## config.mk

```make
export PLATFORM = sky130hd
export DESIGN_NAME = cdb_arbiter
export DESIGN_NICKNAME = d
export VERILOG_FILES = /design/src/rtl/cdb_arbiter.sv
export SDC_FILE = /design/constraint.sdc
export NUM_CORES = 1
export LEC_CHECK = 0
export BUFFER_PORTS_ARGS = -buffer_cell sky130_fd_sc_hd__buf_4
export CAP_MARGIN = 0
export CORE_AREA = 2 2 150 152
export DETAILED_ROUTE_END_ITERATION = 7
export DIE_AREA = 0 0 152 154
export GPL_TIMING_DRIVEN = 0
export PLACE_DENSITY = 0.54
export SETUP_SLACK_MARGIN = 0.5
export SLEW_MARGIN = 20
export SYNTH_ARGS = -nofsm -noshare
export SYNTH_HDL_FRONTEND = slang
export SYNTH_SLANG_ARGS = --single-unit
```

## constraint.sdc

```tcl
create_clock -name clk -period 2 [get_ports clk]
set_input_delay 0.3 -clock clk [delete_from_list [all_inputs] [get_ports clk]]
set_output_delay 0.3 -clock clk [all_outputs]
set_load 0.01 [all_outputs]
```

## src/rtl/cdb_arbiter.sv

```systemverilog
// Common Data Bus arbiter: round-robin grant to one functional unit per cycle,
// then a wait cycle and a capture cycle that broadcasts the unit's result.
module cdb_arbiter #(
  parameter int N_UNITS = 4,
  parameter int SRC_W   = 2
) (
  input  logic                   clk,
  input  logic                   rst,
  input  logic                   br,
  input  logic [N_UNITS-1:0]     req,
  input  logic [N_UNITS-1:0]     unit_valid,
  input  logic [N_UNITS*8-1:0]   unit_index,
  input  logic [N_UNITS*32-1:0]  unit_result,
  input  logic [N_UNITS*32-1:0]  unit_addr,
  output logic [N_UNITS-1:0]     grnt,
  output logic                   cdb_valid,
  output logic [7:0]             cdb_index,
  output logic [31:0]            cdb_result,
  output logic [31:0]            cdb_addr,
  output logic [SRC_W-1:0]       cdb_src,
  output logic [7:0]             drop_cnt
);

  // Returns {found, idx}: first set bit of elig scanning ptr, ptr+1, ... modulo N_UNITS.
  function automatic logic [SRC_W:0] pick_rr(input logic [N_UNITS-1:0] elig,
                                             input logic [SRC_W-1:0]   ptr);
    int j;
    pick_rr = '0;
    for (int i = N_UNITS - 1; i >= 0; i--) begin
      j = (int'(ptr) + i) % N_UNITS;
      if (elig[j]) pick_rr = {1'b1, SRC_W'(j)};
    end
  endfunction

  function automatic logic [7:0] sat_inc8(input logic [7:0] v);
    sat_inc8 = (v == 8'hFF) ? v : v + 8'd1;
  endfunction

  logic [SRC_W-1:0]   r_rr_ptr;
  logic [N_UNITS-1:0] r_grnt_p0;
  logic               r_vld_p0;
  logic [SRC_W-1:0]   r_src_p0;
  logic               r_vld_p1;
  logic [SRC_W-1:0]   r_src_p1;
  logic               r_vld_p2;
  logic [7:0]         r_index_p2;
  logic [31:0]        r_result_p2;
  logic [31:0]        r_addr_p2;
  logic [SRC_W-1:0]   r_src_p2;
  logic [7:0]         r_drop_cnt;

  logic [N_UNITS-1:0] w_elig;
  logic [SRC_W:0]     w_pick;
  logic               w_found;
  logic [SRC_W-1:0]   w_pick_idx;
  logic [SRC_W-1:0]   w_next_ptr;
  logic [N_UNITS-1:0] w_onehot;
  logic               w_sel_valid;
  logic [7:0]         w_sel_index;
  logic [31:0]        w_sel_result;
  logic [31:0]        w_sel_addr;

  // The unit granted this cycle is masked so a stale req cannot win twice in a row.
  assign w_elig     = req & ~r_grnt_p0;
  assign w_pick     = pick_rr(w_elig, r_rr_ptr);
  assign w_found    = w_pick[SRC_W];
  assign w_pick_idx = w_pick[SRC_W-1:0];
  assign w_next_ptr = (w_pick_idx == SRC_W'(N_UNITS - 1)) ? '0 : w_pick_idx + 1'b1;
  assign w_onehot   = N_UNITS'(1) << w_pick_idx;

  always_comb begin
    w_sel_valid  = 1'b0;
    w_sel_index  = '0;
    w_sel_result = '0;
    w_sel_addr   = '0;
    for (int k = 0; k < N_UNITS; k++) begin
      if (r_src_p1 == SRC_W'(k)) begin
        w_sel_valid  = unit_valid[k];
        w_sel_index  = unit_index[8*k +: 8];
        w_sel_result = unit_result[32*k +: 32];
        w_sel_addr   = unit_addr[32*k +: 32];
      end
    end
  end

  // Stage p0: grant
  always_ff @(posedge clk or negedge rst) begin
    if (!rst) begin
      r_grnt_p0 <= '0;
      r_vld_p0  <= 1'b0;
      r_src_p0  <= '0;
      r_rr_ptr  <= '0;
    end else if (!br && w_found) begin
      r_grnt_p0 <= w_onehot;
      r_vld_p0  <= 1'b1;
      r_src_p0  <= w_pick_idx;
      r_rr_ptr  <= w_next_ptr;
    end else begin
      r_grnt_p0 <= '0;
      r_vld_p0  <= 1'b0;
    end
  end

  // Stage p1: wait while the granted unit registers its output
  always_ff @(posedge clk or negedge rst) begin
    if (!rst) begin
      r_vld_p1 <= 1'b0;
      r_src_p1 <= '0;
    end else begin
      r_vld_p1 <= r_vld_p0 & ~br;
      r_src_p1 <= r_src_p0;
    end
  end

  // Stage p2: capture and broadcast; a flushed grant is never counted as a drop
  always_ff @(posedge clk or negedge rst) begin
    if (!rst) begin
      r_vld_p2    <= 1'b0;
      r_index_p2  <= '0;
      r_result_p2 <= '0;
      r_addr_p2   <= '0;
      r_src_p2    <= '0;
      r_drop_cnt  <= '0;
    end else if (!br && r_vld_p1 && w_sel_valid) begin
      r_vld_p2    <= 1'b1;
      r_index_p2  <= w_sel_index;
      r_result_p2 <= w_sel_result;
      r_addr_p2   <= w_sel_addr;
      r_src_p2    <= r_src_p1;
    end else begin
      r_vld_p2   <= 1'b0;
      r_index_p2 <= '0;
      if (!br && r_vld_p1) r_drop_cnt <= sat_inc8(r_drop_cnt);
    end
  end

  assign grnt       = r_grnt_p0;
  assign cdb_valid  = r_vld_p2;
  assign cdb_index  = r_index_p2;
  assign cdb_result = r_result_p2;
  assign cdb_addr   = r_addr_p2;
  assign cdb_src    = r_src_p2;
  assign drop_cnt   = r_drop_cnt;

endmodule

```

---- Word level (Yosys, flattened, before mapping) ----
Cells that the tools add are included.
storage, ports and cells
  bits in registers ....................... 95
  latch bits .............................. 0
  memory bits (writable) .................. 0
  ROM bits ................................ 0
  input bits .............................. 299
  output and inout bits ................... 87
  word-level logic and storage cells ...... 81
  memories kept ........................... 0
cells by class
  add/sub/neg operators ................... 5
  $mul .................................... 0
  div/mod/pow operators ................... 0
  $lt $le $gt $ge ......................... 4
  equality and inequality tests ........... 5
  shift operators ......................... 1
  mux-type cells .......................... 36
  bitwise operators ....................... 9
  reductions and logical operators ........ 9
operator list
  cell                                                 number
  two-way mux 32 bit                                   8
  two-way mux 8 bit                                    5
  two-way mux 1 bit                                    13
  < comparator 3 x 4 -> 1 bit, second input constant   3
  two-way mux 3 bit                                    4
  adder 8 x 1 -> 8 bit, second input constant          1
  binary-select mux 1 bit (select 2 bit)               4
  equality test 8 bit, second input constant           1
  equality test 2 bit, second input constant           3
  OR reduction 2 bit                                   3
  adder 2 x 1 -> 2 bit, second input constant          2
  adder 2 bit, second input constant                   2
  AND 4 bit                                            1
  two-way mux 4 bit                                    1
  NOT 4 bit                                            1
  left shift 1 x 2 -> 4 bit, first input constant      1
  AND 1 bit, first input constant                      3
  logical AND 1 bit                                    3
  < comparator 2 x 3 -> 1 bit, second input constant   1
  NOT 1 bit                                            3
  AND reduction 3 bit                                  1
  equality test 2 x 1 -> 1 bit, second input constant  1
  logical NOT 2 bit                                    1
  two-way mux 2 bit                                    1
  2 further kinds                                      2

---- Logic depth before layout (Yosys ltp) ----
Gate-level depths: netlist of run 1.
  depth after elaboration ................. 12
  gate-level depth with buffers ........... 6
  gate-level depth less buffers ........... 6

---- Worst setup path before layout of run 1 ----
No wires, ideal clock.
  kind .................................... reg2reg
  start point ............................. register r_drop_cnt[0] (netlist: drop_cnt[0])
  end point ............................... register r_drop_cnt[1] (netlist: drop_cnt[1])
  library setup time ...................... 0.125 ns
  data arrival time ....................... 1.747 ns
  required time ........................... 1.875 ns
  slack ................................... 0.129 ns
  cell stages (with the launch flop) ...... 5
  buffers on the path ..................... 0
  period minus slack after synthesis ...... 1.871 ns
  cells stage by stage .................... dfrtp_1 -> ha_1 -> and3_1 -> a2111oi_4 -> mux2_2
between the ends
  cells in the longest elaborated chain, start to end .. 3
  elaborated cells on any way between the ends .. 4
  those cells by class .................... add/sub: 1; eq/ne: 1; bitwise: 1; reduce/logical: 1
RTL lines
  item                                                          RTL line  text
  start, declared                                               50        logic [7:0] r_drop_cnt;
  start signal, assigned                                        133       if (!br && r_vld_p1) r_drop_cnt <= sat_inc8(r_drop_cnt);
  branches (longest 3 deep; another with adder 8 x 1 -> 8 bit)  n/a
Parallel ways; which one is timed is not known.
A chain may end at the register's enable or synchronous reset.

---- Worst setup path after layout of run 1 ----
  start point ............................. register r_src_p1[0]
  end point ............................... register r_result_p2[11] (netlist: cdb_result[11])
between the ends
  cells in the longest elaborated chain, start to end .. 6
  elaborated cells on any way between the ends .. 13
  those cells by class .................... eq/ne: 3; mux: 8; reduce/logical: 2
RTL lines
  item                             RTL line  text
  start, declared                  44        logic [SRC_W-1:0] r_src_p1;
  start signal, assigned           111       r_src_p1 <= r_src_p0;
  logical NOT 2 bit                77        if (r_src_p1 == SRC_W'(k)) begin
  two-way mux 1 bit (4 in series)  77
  logical AND 1 bit                124       end else if (!br && r_vld_p1 && w_sel_valid) begin
  end signal, assigned             127       r_result_p2 <= w_sel_result;
  end, declared                    47        logic [31:0] r_result_p2;
Several ways; a longest one is shown, not always the timed one.

==> metrics.md, run 1 <==
| Metric | Value |
|---|---|
| CP max stage delay | 0.53 ns |
| Worst vdd ir | around 0.43 mV |
| EDFF count, synth | 0 |
| CP arrival | 2.13 ns |
| Largest cells by area after synthesis | dfrtp_1 44%, mux4_2 31%, mux2_2 14% |
| Layout cells sized above 1 | approximately four fifths |
| Count of maximum capacitance violations | 0 |
| Count leader, synth | dfrtp_1 |
| Core Area | 21700 sq um |
| Vias in the first global route | roughly 5500 |
| Slew HR | 40.5% |
| Unrepaired setup endpoints after global routing | true |
| Adder-cell area share of the yosys netlist | 1.16% |
| Power Internal | 7.60 mW |
| Sw Share | about a third |
| Final setup fails | 0 |
| Ports | 386 |
| Worst R2R Start | r_src_p1[0] |
| Antenna Cells | 0 |
| Hold Violations, Final | 0 |
| Synth top area share | 44.2% |
| HPWL Detailed | 16300 microns |
| CP Depth | 6 |
| Post-synth top area cell | dfrtp_1 |
| Global-route wire length before repair | 30900 microns |
| Nets@finish | around 1000 |
| RR Endpoint | cdb_result[11] |
| Clock Latency Late Sink | 0.34 ns |
| CTS max path bufs | 2 |
| Initial cell density of the core | 24.8% |
| Die Span X | 152 microns |
| Post-synthesis mux area share | 45.0% |
| Total power | about 11 mW |
| Residual DRC count | 0 |
| Routability Congestion | between 0.8 and 0.9 |
| Comb power frac | 57.2% |
| Post-Syn Area | 5370 sq um |
| Cell area after layout | 9610 sq um |
| Worst-path maximum fanout | 10 |
| Tmin final | 1.91 ns |
| Crit-path most repeated cell | buf_12 |
| CP top delay family | multiplexers |
| Synth Area in Simple Gates | 3.63% |
| Hold-fix buffers at CTS | 0 |
| CP Class | reg2reg |
| Lkg Pwr | 4.64 nW |
| Height of the die | 154 microns |
| Most used DFF post-synth | dfrtp_1 |
| Drt wl/cell | between 20 and 25 microns |
| Period utilisation layout | 95.5% |
| Post-Synth XOR/XNOR Area | around 1.1% |
| Initial antenna violation count | 0 |
| Syn Area/Cell | 16.7 sq um |
| Crit path cell chain | mux4_2 > nand3b_1 > buf_6 > buf_12 > buf_12 > mux2_2 |
| Clk root buf | clkbuf_16 |
| Worst Tran Pin Value | 0.893 ns |
| Total Wirelength | 21000 microns |
| #FFs+latches synth | 95 |
| CTS tree | done |
| Async SR Flop Fraction | 100% |
| R2R Setup Slk | 0.09 ns |
| Die area | approximately 23000 sq um |
| Initial DRT Pass Iterations | 4 |
| Global route overflow | 0 |
| Slowest stage cell on the critical path | mux4_2 |
| CTS sink count | 95 |
| Synth cell types | 30 |
| CP Launch Type | flop |
| Main combinational cell family by area after synthesis | multiplexers |
| Via density | around 4.7 |
| TritonCTS buffer count | 9 |
| Outcome | completed |
| Synthesized Nets | 626 |
| H-tree levels | 3 |
| Layout area overhead | 78.9% |
| FF-to-FF path depth | 6 |
| Port buffer count | approximately 390 |
| Critical Path RT | 2.22 ns |
| Clock transition at path regs | roughly 0.070 ns |
| CP endpoint kind | flop |
| Synth cell count leaders | 95 x dfrtp_1, 73 x mux4_2, 68 x mux2_2 |
| Sequential fraction of design power | 28.1% |
| Max Freq | 524 MHz |
| CP bufs+invs | 3 |
| Site Rows | 54 |
| Seq/Total Area, Yosys | 44.2% |
| Yosys warning count | 0 |
| Layout fillers | 2024 |
| Slew Limit Fails | 0 |
| Post-route antenna net violation count | 0 |
| Final core utilization | around 44% |
| Switching pwr | 3.86 mW |
| Fraction of the mapped netlist area in compound gates | 1.96% |
| Synth Instances | approximately 320 |
| Clk pwr share | roughly 15% |
| Pwr per Cell Area | 1190 nW/um^2 |
| Min-delay worst type | in2async |
| Worst Skew | 0.0110 ns |
| Starting DRT DRC Count | approximately 220 |
| Largest net degree at the start of global routing | 96 |
| Vias post-DR | 4781 |
| Tot GR Track Use | between 10% and 20% |
| Area after detailed placement | 8670 sq um |
cell families after synthesis:
group | Yosys count
multiplexers | 142
flip-flops | 95
AND/OR/NAND/NOR | 32
buffers and inverters | 31
AO/OA/AOI/OAI | 10
XOR/XNOR | 7
adder cells (fa/ha/maj) | 5
metrics by stage:
stage | hold WS (ns) | instances | setup TNS [ns] | worst slack [ns]
CTS | 0.0923 | 1014 | 0 | 0.0627
finish | 0.0464 | 1027 | 0 | 0.0904
detailed placement | 0.371 | 987 | -30.81 | -0.806
global route | 0.125 | 1027 | 0 | 0.0176
floorplan | 0.00441 | 322 | 0 | 0.243
global placement | 0.361 | 987 | -30.90 | -0.825
area by class of cell:
class / instances / area, sq um / share of cell area (%)
clock buffers: 12 / 256 / 2.67
inverters: 7 / 28.8 / 0.299
multi-input cells: 196 / 3070 / 31.9
well taps: 280 / 350 / 3.64
clock inverters: 4 / 30.0 / 0.312
plain buffers: 24 / 277 / 2.88
flip-flops and latches: 95 / 2380 / 24.7
repair buffers: 409 / 3220 / 33.5
flip-flops by register name, indices dropped and copies added (netlist names):
register    count
cdb_addr       32
cdb_index       8
cdb_result     32
cdb_src         2
cdb_valid       1
drop_cnt        8
grnt            4
r_rr_ptr        2
r_src_p0        2
r_src_p1        2
r_vld_p0        1
r_vld_p1        1
power groups by stage:
stage	registers, mW	logic (mW)	clock network [mW]
after detailed placement	3.23	5.95	0
after global placement	3.20	5.90	0
after floorplan	3.53	3.05	0
final	3.23	6.56	1.68
after global routing	3.34	7.04	1.83
after CTS	3.21	6.28	1.75
timing repair:
item	in CTS	in global routing
gates resized for setup	45	52
gates cloned	0	7
pin swaps	4	6
buffers inserted	11	6
setup endpoints to repair	88	88
how the worst max path moves through the flow:
stage	from	end	slack, ns
finish	r_src_p1[0]	cdb_result[11]	0.09
global route	r_src_p1[0]	cdb_addr[12]	0.02
CTS	r_src_p1[0]	cdb_addr[12]	0.06
detailed placement	r_src_p1[1]	cdb_addr[27]	-0.81
global placement	r_src_p1[1]	cdb_addr[27]	-0.83
floorplan	r_src_p1[0]	cdb_addr[0]	0.24
metal layers:
layer,track usage [%],wire length [microns],up-vias,part of all wire (%)
met3,4.26,1380,23,6.6
met2,31.7,11300,253,54
met4,5.34,376,0,1.8
met5,0,0,-,0
li1,-,-,2119,-
met1,19.1,7890,2386,38
cells in the final DEF, fill, tap and decap left out, drive strengths merged, types with 2 or more instances in the layout:
cell    instances
xnor2           6
and3            3
clkbuf         27
o221ai          2
clkinv          3
nor2b          11
mux4           73
and2            4
dfrtp          95
nand2           3
o211ai          2
nand2b          3
mux2           68
ha              5
inv             7
buf           418
nand4           3
Note: power is estimated with default switching activity, not from simulation.
==> run 2, diff against run 1 <==
CORE_AREA = 2 2 151 153   (was 2 2 150 152)
DIE_AREA = 0 0 153 155   (was 0 0 152 154)
PLACE_DENSITY = 0.63   (was 0.54)
==> metrics.md, run 2 (synthesis results as in run 1) <==
| Metric | Value |
|---|---|
| Outcome | completed |
| CP Depth | 6 (unchanged) |
| H-tree levels | 3 (unchanged) |
| CTS max path bufs | 2 (unchanged) |
| Critical Path RT | 2.23 ns (about the same) |
| Min-delay worst type | in2async |
| Die Span X | 153 microns (+0.66%) |
| Count of maximum capacitance violations | 0 (unchanged) |
| Pwr per Cell Area | 1210 nW/um^2 (+1.3%) |
| Height of the die | 155 microns (+0.65%) |
| Lkg Pwr | 4.64 nW (about the same) |
| Clock Latency Late Sink | 0.34 ns (about the same) |
| Layout area overhead | 79.1% |
| FF-to-FF path depth | 6 (unchanged) |
| Core Area | 22200 sq um (+2.5%) |
| Die area | 23700 sq um (+1.3%) |
| Drt wl/cell | 20.1 microns (-1.7%) |
| Largest net degree at the start of global routing | 96 (unchanged) |
| Slew Limit Fails | 0 (unchanged) |
| Antenna Cells | 0 (unchanged) |
| Initial antenna violation count | 1 (+1) |
| Crit path cell chain | mux4_2 > nand3b_1 > buf_12 > buf_12 > buf_8 > mux2_2 |
| Vias in the first global route | 5161 (-7.0%) |
| Worst Tran Pin Value | 0.891 ns (-0.00247 ns) |
| Most frequent cells in the layout | 396 x buf_4, 95 x dfrtp_1, 73 x mux4_2, 40 x mux2_2, 28 x mux2_4 |
| Routability Congestion | 0.779 (-11%) |
| Initial cell density of the core | 24.2% (-0.60 points) |
| Switching pwr | 3.86 mW (+0.17%) |
| CTS sink count | 95 (unchanged) |
| Slew HR | 40.6% (+0.16 points) |
| Total Wirelength | 20700 microns (-1.2%) |
| Max Freq | 515 MHz (-1.7%) |
| Clock transition at path regs | 0.07 ns (about the same) |
| CTS tree | done |
| Hold Violations, Final | 0 (unchanged) |
| RR Endpoint | cdb_result[15] |
| Sequential fraction of design power | 27.8% (-0.3 points) |
| Hold-fix buffers at CTS | 0 (unchanged) |
| CP top delay family | multiplexers |
| CP max stage delay | 0.53 ns (about the same) |
| CP Class | reg2reg |
| Final setup fails | 0 (unchanged) |
| Worst vdd ir | 0.500 mV (+17%) |
| Sw Share | 33.2% (-0.40 points) |
| Post-route antenna net violation count | 0 (unchanged) |
| Initial DRT Pass Iterations | 4 (unchanged) |
| Worst setup startpoint | r_src_p1[0] |
| Starting DRT DRC Count | 280 (+26%) |
| Via density | 4.63 (-0.48%) |
| CP endpoint kind | flop |
| Site Rows | 55 (+1.9%) |
| Port buffer count | 385 (unchanged) |
| Power Internal | 7.76 mW (+2.0%) |
| Tmin final | 1.94 ns (+0.0334 ns) |
| Clk root buf | clkbuf_16 |
| CP Launch Type | flop |
| Clk pwr share | 16.3% (+1.7 points) |
| Ports | 386 (unchanged) |
| Worst setup path endpoint | cdb_result[15] |
| Worst R2R Start | r_src_p1[0] |
| Final core utilization | 43.3% (-1.0 points) |
| Layout cells sized above 1 | 81.7% (+0.13 points) |
| CP bufs+invs | 3 (unchanged) |
| Tot GR Track Use | 16.5% (-0.53 points) |
| HPWL Detailed | 16200 microns (-0.63%) |
| Residual DRC count | 0 (unchanged) |
| Slowest stage cell on the critical path | mux4_2 |
| Unrepaired setup endpoints after global routing | true |
| Comb power frac | 55.9% (-1.3 points) |
| Worst Skew | 0.00744 ns (-0.00351 ns) |
| TritonCTS buffer count | 9 (unchanged) |
| Period utilisation layout | 97.2% (+1.7 points) |
| Crit-path most repeated cell | buf_12 |
| CP arrival | 2.17 ns (+0.04 ns) |
| Worst-path maximum fanout | 10 (unchanged) |
| Post-Place Worst Slack | -0.668 ns (+0.139 ns) |
| Global-route wire length before repair | 29700 microns (-3.8%) |
| R2R Setup Slk | 0.06 ns (-0.03 ns) |
| Setup WS post-layout | 0.0570 ns (-0.0334 ns) |
| Nets@finish | 1046 (unchanged) |
| Global route overflow | 0 (unchanged) |
| Vias post-DR | 4781 (unchanged) |
| Commonest non-fill, non-tap cell in the layout | buf_4 |
-- run 2: power groups by stage --
stage                     clock network (mW)  logic [mW]  registers, mW
after floorplan                            0        3.05           3.53
after global placement                     0        5.91           3.21
after detailed placement                   0        5.95           3.23
after CTS                               1.96        6.24           3.20
after global routing                    2.05        6.96           3.34
final                                   1.89        6.50           3.23
-- run 2: repair_timing --
action | in CTS | in global routing
pin swaps | 6 | 7
gates resized for setup | 42 | 53
gates cloned | 1 | 5
setup endpoints to repair | 87 | 88
endpoints found under the hold margin | 0 | 0
setup buffers | 15 | 3
-- run 2: how the worst min path moves through the flow --
stage,from,endpoint,slack [ns]
after floorplan,rst,cdb_addr[0],0.004
after global placement,r_src_p0[1],r_src_p1[1],0.37
after detailed placement,r_src_p0[1],r_src_p1[1],0.37
after CTS,rst,cdb_result[27],0.09
after global routing,rst,cdb_result[27],0.13
final,rst,cdb_result[27],0.04
-- run 2: cell type report --
| class | count | area (sq um) |
|---|---|---|
| Buffer | 24 | 278 |
| Fill cell | 2101 | 12600 |
| Inverter | 7 | 26.3 |
| Tap cell | 285 | 357 |
| Multi-Input combinational cell | 196 | 3050 |
| Sequential cell | 95 | 2380 |
| Clock buffer | 10 | 229 |
| Timing Repair Buffer | 409 | 3220 |
| Clock inverter | 6 | 91.3 |
-- run 2: worst reg2reg max path: cells and delay by family (launching register included) --
family / cells / cell delay [ns]
flops: 1 / 0.37
mux: 2 / 0.87
buf+inv: 3 / 0.43
simple gates: 1 / 0.16
-- run 2: layer usage --
layer  global-route usage (%)  wire length [microns]  share of wire (%)
met1                     19.4                   7900                 38
met2                     30.0                  11000                 53
met3                     4.07                   1500                7.2
met4                     4.50                    295                1.4
met5                        0                      0                  0
-- run 2: through the flow --
stage	std cells	area [sq um]	power, mW	hold WS [ns]	setup TNS [ns]
floorplan	322	5430	6.58	0.00441	0
global placement	992	8670	9.12	0.369	-34.21
detailed placement	992	8680	9.18	0.370	-34.43
CTS	1024	9260	11.4	0.0913	0
global route	1032	9620	12.3	0.128	-0.628
finish	1032	9620	11.6	0.0440	0
